===== src/rtl/uart_nbit_tx.sv =====
// uart_nbit_tx
//   Parametrised UART transmitter. Serialises NCH parallel 1-bit channels
//   (ch0 first) as one frame: start bit, NCH data bits, optional parity bit,
//   and 1 or 2 stop bits. Frames are launched periodically while uart_start
//   is high, or singly on a tx_req pulse while uart_start is low.
//
// Ports
//   sys_clk     in   system clock
//   sys_reset   in   synchronous active-high reset
//   uart_start  in   level: periodic transmission enable
//   tx_req      in   pulse: single-frame request (ignored while uart_start=1)
//   in_data     in   NCH channel bits, sampled at frame launch
//   uart_txd    out  serial output, idle high (registered)
//   tx_busy     out  high while a frame is on the line
//   tx_sample   out  1-cycle pulse on the cycle in_data is latched
//   uart_done   out  1-cycle pulse on the final cycle of the last stop bit
//   tx_overrun  out  sticky: a launch request arrived while busy
module uart_nbit_tx #(
  parameter int NCH          = 2,
  parameter int CLKS_PER_BIT = 576,
  parameter int PERIOD_BITS  = 8,
  parameter int PARITY_EN    = 0,
  parameter int PARITY_ODD   = 0,
  parameter int STOP_BITS    = 1
) (
  input  logic           sys_clk,
  input  logic           sys_reset,
  input  logic           uart_start,
  input  logic           tx_req,
  input  logic [NCH-1:0] in_data,
  output logic           uart_txd,
  output logic           tx_busy,
  output logic           tx_sample,
  output logic           uart_done,
  output logic           tx_overrun
);

  localparam int PERIOD_CLKS = PERIOD_BITS * CLKS_PER_BIT;
  localparam int CW          = $clog2(CLKS_PER_BIT);
  localparam int PW          = $clog2(PERIOD_CLKS);
  localparam int BW          = 4;

  localparam logic [2:0] S_IDLE   = 3'd0;
  localparam logic [2:0] S_START  = 3'd1;
  localparam logic [2:0] S_DATA   = 3'd2;
  localparam logic [2:0] S_PARITY = 3'd3;
  localparam logic [2:0] S_STOP   = 3'd4;

  logic [2:0]     state_q, state_d;
  logic [CW-1:0]  clk_cnt_q, clk_cnt_d;
  logic [BW-1:0]  bit_cnt_q, bit_cnt_d;
  logic [NCH-1:0] shift_q, shift_d;
  logic           parity_q, parity_d;
  logic           txd_q, txd_d;
  logic           overrun_q, overrun_d;
  logic           start_q, start_d;
  logic [PW-1:0]  period_cnt_q, period_cnt_d;

  logic start_rise, start_fall, period_tc, launch_req, idle, launch;
  logic bit_tick, last_stop;

  // Parity of the channel bits, seeded with the odd/even selection.
  logic [NCH:0] par_chain;
  assign par_chain[0] = (PARITY_ODD != 0);
  for (genvar gi = 0; gi < NCH; gi++) begin : g_par
    assign par_chain[gi+1] = par_chain[gi] ^ in_data[gi];
  end

  assign start_rise = uart_start & ~start_q;
  assign start_fall = ~uart_start & start_q;
  // The rising edge itself launches, so terminal count is only honoured
  // once the counter has been running.
  assign period_tc  = uart_start & ~start_rise &
                      (period_cnt_q == PW'(PERIOD_CLKS - 1));
  // tx_req only counts while the periodic path is disabled.
  assign launch_req = start_rise | period_tc | (tx_req & ~uart_start);
  assign idle       = (state_q == S_IDLE);
  assign launch     = launch_req & idle;
  assign bit_tick   = (clk_cnt_q == CW'(CLKS_PER_BIT - 1));
  assign last_stop  = (state_q == S_STOP) & bit_tick &
                      (bit_cnt_q == BW'(STOP_BITS - 1));

  always_comb begin
    state_d      = state_q;
    clk_cnt_d    = clk_cnt_q;
    bit_cnt_d    = bit_cnt_q;
    shift_d      = shift_q;
    parity_d     = parity_q;
    overrun_d    = overrun_q;
    start_d      = uart_start;
    period_cnt_d = '0;

    if (launch) begin
      state_d   = S_START;
      clk_cnt_d = '0;
      bit_cnt_d = '0;
      shift_d   = in_data;
      parity_d  = par_chain[NCH];
    end else if (!idle) begin
      clk_cnt_d = bit_tick ? '0 : clk_cnt_q + CW'(1);
      if (bit_tick) begin
        case (state_q)
          S_START: begin
            state_d   = S_DATA;
            bit_cnt_d = '0;
          end
          S_DATA: begin
            shift_d = shift_q >> 1;
            if (bit_cnt_q == BW'(NCH - 1)) begin
              bit_cnt_d = '0;
              state_d   = (PARITY_EN != 0) ? S_PARITY : S_STOP;
            end else begin
              bit_cnt_d = bit_cnt_q + BW'(1);
            end
          end
          S_PARITY: begin
            state_d   = S_STOP;
            bit_cnt_d = '0;
          end
          S_STOP: begin
            if (last_stop) begin
              state_d   = S_IDLE;
              bit_cnt_d = '0;
            end else begin
              bit_cnt_d = bit_cnt_q + BW'(1);
            end
          end
          default: state_d = S_IDLE;
        endcase
      end
    end

    // Free-running while enabled so launch spacing is independent of the
    // frame length; held at zero whenever uart_start is low.
    if (uart_start && !start_rise) begin
      period_cnt_d = period_tc ? '0 : period_cnt_q + PW'(1);
    end

    // Includes the done cycle: FSM is still in STOP there.
    if (launch_req && !idle) begin
      overrun_d = 1'b1;
    end else if (start_fall) begin
      overrun_d = 1'b0;
    end

    // Line level follows the state being entered so uart_txd is a flop.
    case (state_d)
      S_START:  txd_d = 1'b0;
      S_DATA:   txd_d = shift_d[0];
      S_PARITY: txd_d = parity_d;
      default:  txd_d = 1'b1;
    endcase
  end

  always_ff @(posedge sys_clk) begin
    if (sys_reset) begin
      state_q      <= S_IDLE;
      clk_cnt_q    <= '0;
      bit_cnt_q    <= '0;
      shift_q      <= '0;
      parity_q     <= 1'b0;
      txd_q        <= 1'b1;
      overrun_q    <= 1'b0;
      start_q      <= 1'b0;
      period_cnt_q <= '0;
    end else begin
      state_q      <= state_d;
      clk_cnt_q    <= clk_cnt_d;
      bit_cnt_q    <= bit_cnt_d;
      shift_q      <= shift_d;
      parity_q     <= parity_d;
      txd_q        <= txd_d;
      overrun_q    <= overrun_d;
      start_q      <= start_d;
      period_cnt_q <= period_cnt_d;
    end
  end

  assign uart_txd   = txd_q;
  assign tx_busy    = ~idle;
  assign tx_sample  = launch & ~sys_reset;
  assign uart_done  = last_stop & ~sys_reset;
  assign tx_overrun = overrun_q;

endmodule


===== config.mk =====
export PLATFORM = sky130hd
export DESIGN_NAME = uart_nbit_tx
export DESIGN_NICKNAME = d
export VERILOG_FILES = /design/src/rtl/uart_nbit_tx.sv
export SDC_FILE = /design/constraint.sdc
export NUM_CORES = 1
export LEC_CHECK = 0
export CAP_MARGIN = 20
export CORE_MARGIN = 1.5
export CORE_UTILIZATION = 30
export CTS_CLUSTER_DIAMETER = 120
export DETAILED_ROUTE_END_ITERATION = 8
export HOLD_SLACK_MARGIN = 0.15
export SLEW_MARGIN = 20
export SYNTH_ARGS = -nofsm -noshare
export SYNTH_HDL_FRONTEND = slang
export SYNTH_SLANG_ARGS = --single-unit
export TNS_END_PERCENT = 50

===== constraint.sdc =====
create_clock -name sys_clk -period 1.9 [get_ports sys_clk]
set_input_delay 0.38 -clock sys_clk [delete_from_list [all_inputs] [get_ports sys_clk]]
set_output_delay 0.38 -clock sys_clk [all_outputs]
set_load 0.02 [all_outputs]

==> impl_results.md <==
* Clk root buf: clkbuf_8
* Clk slew on worst S/H paths at 0.07 ns
* CTS tree: done
* Clock Tree Buf Depth at 2
* Setup-failing EPs final at 2
* Final setup margin at -0.0945 ns
* Clock Skew at 0.00601 ns
* Slowest cell on the critical path: dfxtp_2
* Top FF cell, synth: dfxtp_1
* Post-synth ARST share at 0
* Die area at 6380 sq um
* Hold Buf Count CTS at 0
* Via count at 1,521
* DRT met1 WL at 1.83 mm
* Violated checks: setup timing
* Chip Height at 79.9 um
* Min-Delay Path Class: flop to flop
* Post-route ant nets at 0
* Met2 Wirelength at 1.63 mm
* CP Class: flop to output port
* Synth Instances at 198
* Synthesis warning total at 0
* Post-Synthesis Cell Area at 1770 sq um
* Global-route wire length before repair at 6.40 mm
* DPL Wire Length at 2.69 mm
* Layout cells sized above 1 at 0.322
* Drt initial violations at 45
* Unrepaired setup endpoints after global routing: true
* Endpoint type of the worst setup path: output port
* Clk Latency, worst-skew pair at 0.28 ns
* Max-slew headroom at 0.729
* Layout area overhead at 38.3%
* Most frequent cells in the layout: 48 x buf_4, 32 x nor2_1, 28 x dfxtp_1, 17 x xor2_1, 16 x nand3_1
* CP Max Fanout at 2
* Post-route cell area at 2450 sq um
* Max incr delay on CP at 0.33 ns
* Antenna diodes at 0
* Top Metal Used: met4
* GRT overflow at 0
* CTS Buf Count at 5
* Maximum vdd drop at 0.429 mV
* Dpl ws at -0.432 ns
* Met3 WL post-DR at 82 um
* Placed inst area at 2280 sq um
* Syn_area_per_cell at 8.95 sq um
* I/O pin cnt at 11
* H-tree levels at 2
* Final Cycle Share at 1.05
* Cell Pwr Density at 662 nW/um^2
* Port bufs at 10
* CTS Sinks at 36
* Initial antenna violation count at 0
* Max Slew Vio Count at 0
* Synth Net Count at 210
* Post-route DRC at 0
* Placeable Area at 5610 sq um
* Post-synth EDFFs at 0
* DRT Wirelength at 3.56 mm
* Worst slew pin tran at 0.405 ns
* Maximum clock rate at 501 MHz
* Final hold vios at 0
* Crit-path cells: and4_4 -> and4_4 -> a31oi_4 -> or2_4 -> nor2_4 -> buf_6
* Outcome: finished, violations left
* Row cnt at 27
* Required time worst endpoint at 1.52 ns
* Avg WL per Cell at 10.8 um
* Final #Nets at 269
* Largest net degree at the start of global routing at 13
* Critical path arrival at 1.61 ns
* Min Tclk post-route at 1.99 ns
* Seq/Total Area, Yosys at 0.406
* Number of global-route vias before repair at 1,484
* FF+latch count, synth at 36
* Crit path top cell by count: and4_4
* Synth cell types at 46
* Detailed-router iteration count before antenna repair at 4
* Final Wtd Congestion at 0.802
* Max-cap violations at 0
* Most common cell after layout, fill and taps aside: buf_4
* Crit path launch type: flop
* Vias/cell at 4.61
* Tot GR Track Use at 0.129
* Die Width at 79.9 um
* Initial Utilization at 0.316
* Pleak at 0.999 nW
[metal layers]
layer / track usage / up-vias
met5: 0 / -
met4: 0.0414 / 0
met3: 0.0446 / 2
met2: 0.205 / 16
met1: 0.164 / 706
li1: - / 797
[flip-flops by register name (all words and copies together) (netlist names)]
| register | count |
|---|---|
| state_q | 3 |
| uart_txd | 1 |
| period_cnt_q | 13 |
| tx_overrun | 1 |
| shift_q | 2 |
| clk_cnt_q | 10 |
| start_q | 1 |
| parity_q | 1 |
| bit_cnt_q | 4 |
[cells by family (layout without fill, tap and decap cells)]
logic type	Yosys count	count (layout)	share of synthesized area
AO/OA/AOI/OAI	25	25	0.0960
multiplexers	2	2	0.0113
flip-flops	36	36	0.406
adder cells (fa/ha/maj)	6	6	0.0423
buffers and inverters	11	71	0.0310
XOR/XNOR	23	23	0.114
AND/OR/NAND/NOR	95	95	0.299
[Yosys cell counts, types with 2 or more instances]
| library cell | count | area (sq um) |
|---|---|---|
| and3_1 | 4 | 25.0 |
| nand2_1 | 12 | 45.0 |
| ha_1 | 6 | 75.1 |
| nand3_1 | 16 | 80.1 |
| buf_2 | 2 | 10.0 |
| inv_1 | 4 | 15.0 |
| nor2_1 | 33 | 124 |
| xnor2_1 | 6 | 52.6 |
| nor4b_1 | 2 | 17.5 |
| and4_4 | 2 | 22.5 |
| a21oi_1 | 9 | 45.0 |
| nor3_1 | 3 | 15.0 |
| nor4b_2 | 2 | 30.0 |
| nand4_1 | 3 | 18.8 |
| o21ai_0 | 6 | 30.0 |
| xor2_1 | 17 | 149 |
| and4_1 | 2 | 17.5 |
| or3_1 | 2 | 12.5 |
| mux2i_1 | 2 | 20.0 |
| dfxtp_1 | 36 | 721 |
| and2_1 | 4 | 25.0 |
[stage by stage]
step                      total power, W  setup TNS [ns]  hold slack [ns]  cells  utilization
after CTS                        0.00164          -0.204            0.506    328        0.429
final                            0.00162          -0.119            0.503    330        0.437
after detailed placement        0.000977          -0.915            0.493    319        0.407
after global routing             0.00171          -0.340            0.535    330        0.437
after floorplan                 0.000893         -0.0126            0.430    198            -
after global placement          0.000976          -0.909            0.478    319        0.407
[cell type report]
class,count,area [sq um]
Clock buffer,6,72.6
Clock inverter,2,35.0
Fill cell,574,3160
Inverter,5,18.8
Multi-Input combinational cell,151,1040
Sequential cell,36,731
Tap cell,72,90.1
Timing Repair Buffer,58,463
[worst paths after layout]
kind	from	endpoint	slack, ns	depth (start not counted)
max reg2reg	clk_cnt_q[5]	uart_txd	-0.02	7
min reg2reg	clk_cnt_q[5]	clk_cnt_q[5]	0.50	2
min	clk_cnt_q[5]	clk_cnt_q[5]	0.50	2
max	period_cnt_q[5]	tx_sample	-0.09	6
[critical path, delay by kind of cell (launching register included)]
kind / cells / cell delay, ns
flops: 1 / 0.33
compound gates: 1 / 0.08
simple gates: 4 / 0.81
buf+inv: 1 / 0.12
[power breakdown]
| group | switching [W] | leakage, nW | internal, W | total, W |
|---|---|---|---|---|
| Clock | 0.000269 | 0.0552 | 0.000389 | 0.000658 |
| Sequential | 0.00000847 | 0.296 | 0.000771 | 0.000779 |
| Combinational | 0.0000941 | 0.648 | 0.0000914 | 0.000186 |
| Total | 0.000371 | 0.999 | 0.00125 | 0.00162 |
[repair_timing]
item	in CTS	in global routing
pin swaps	2	7
setup buffers	1	2
gates resized for setup	15	14
setup endpoints to repair	4	4
No activity file was read; power rests on OpenSTA's default activity.
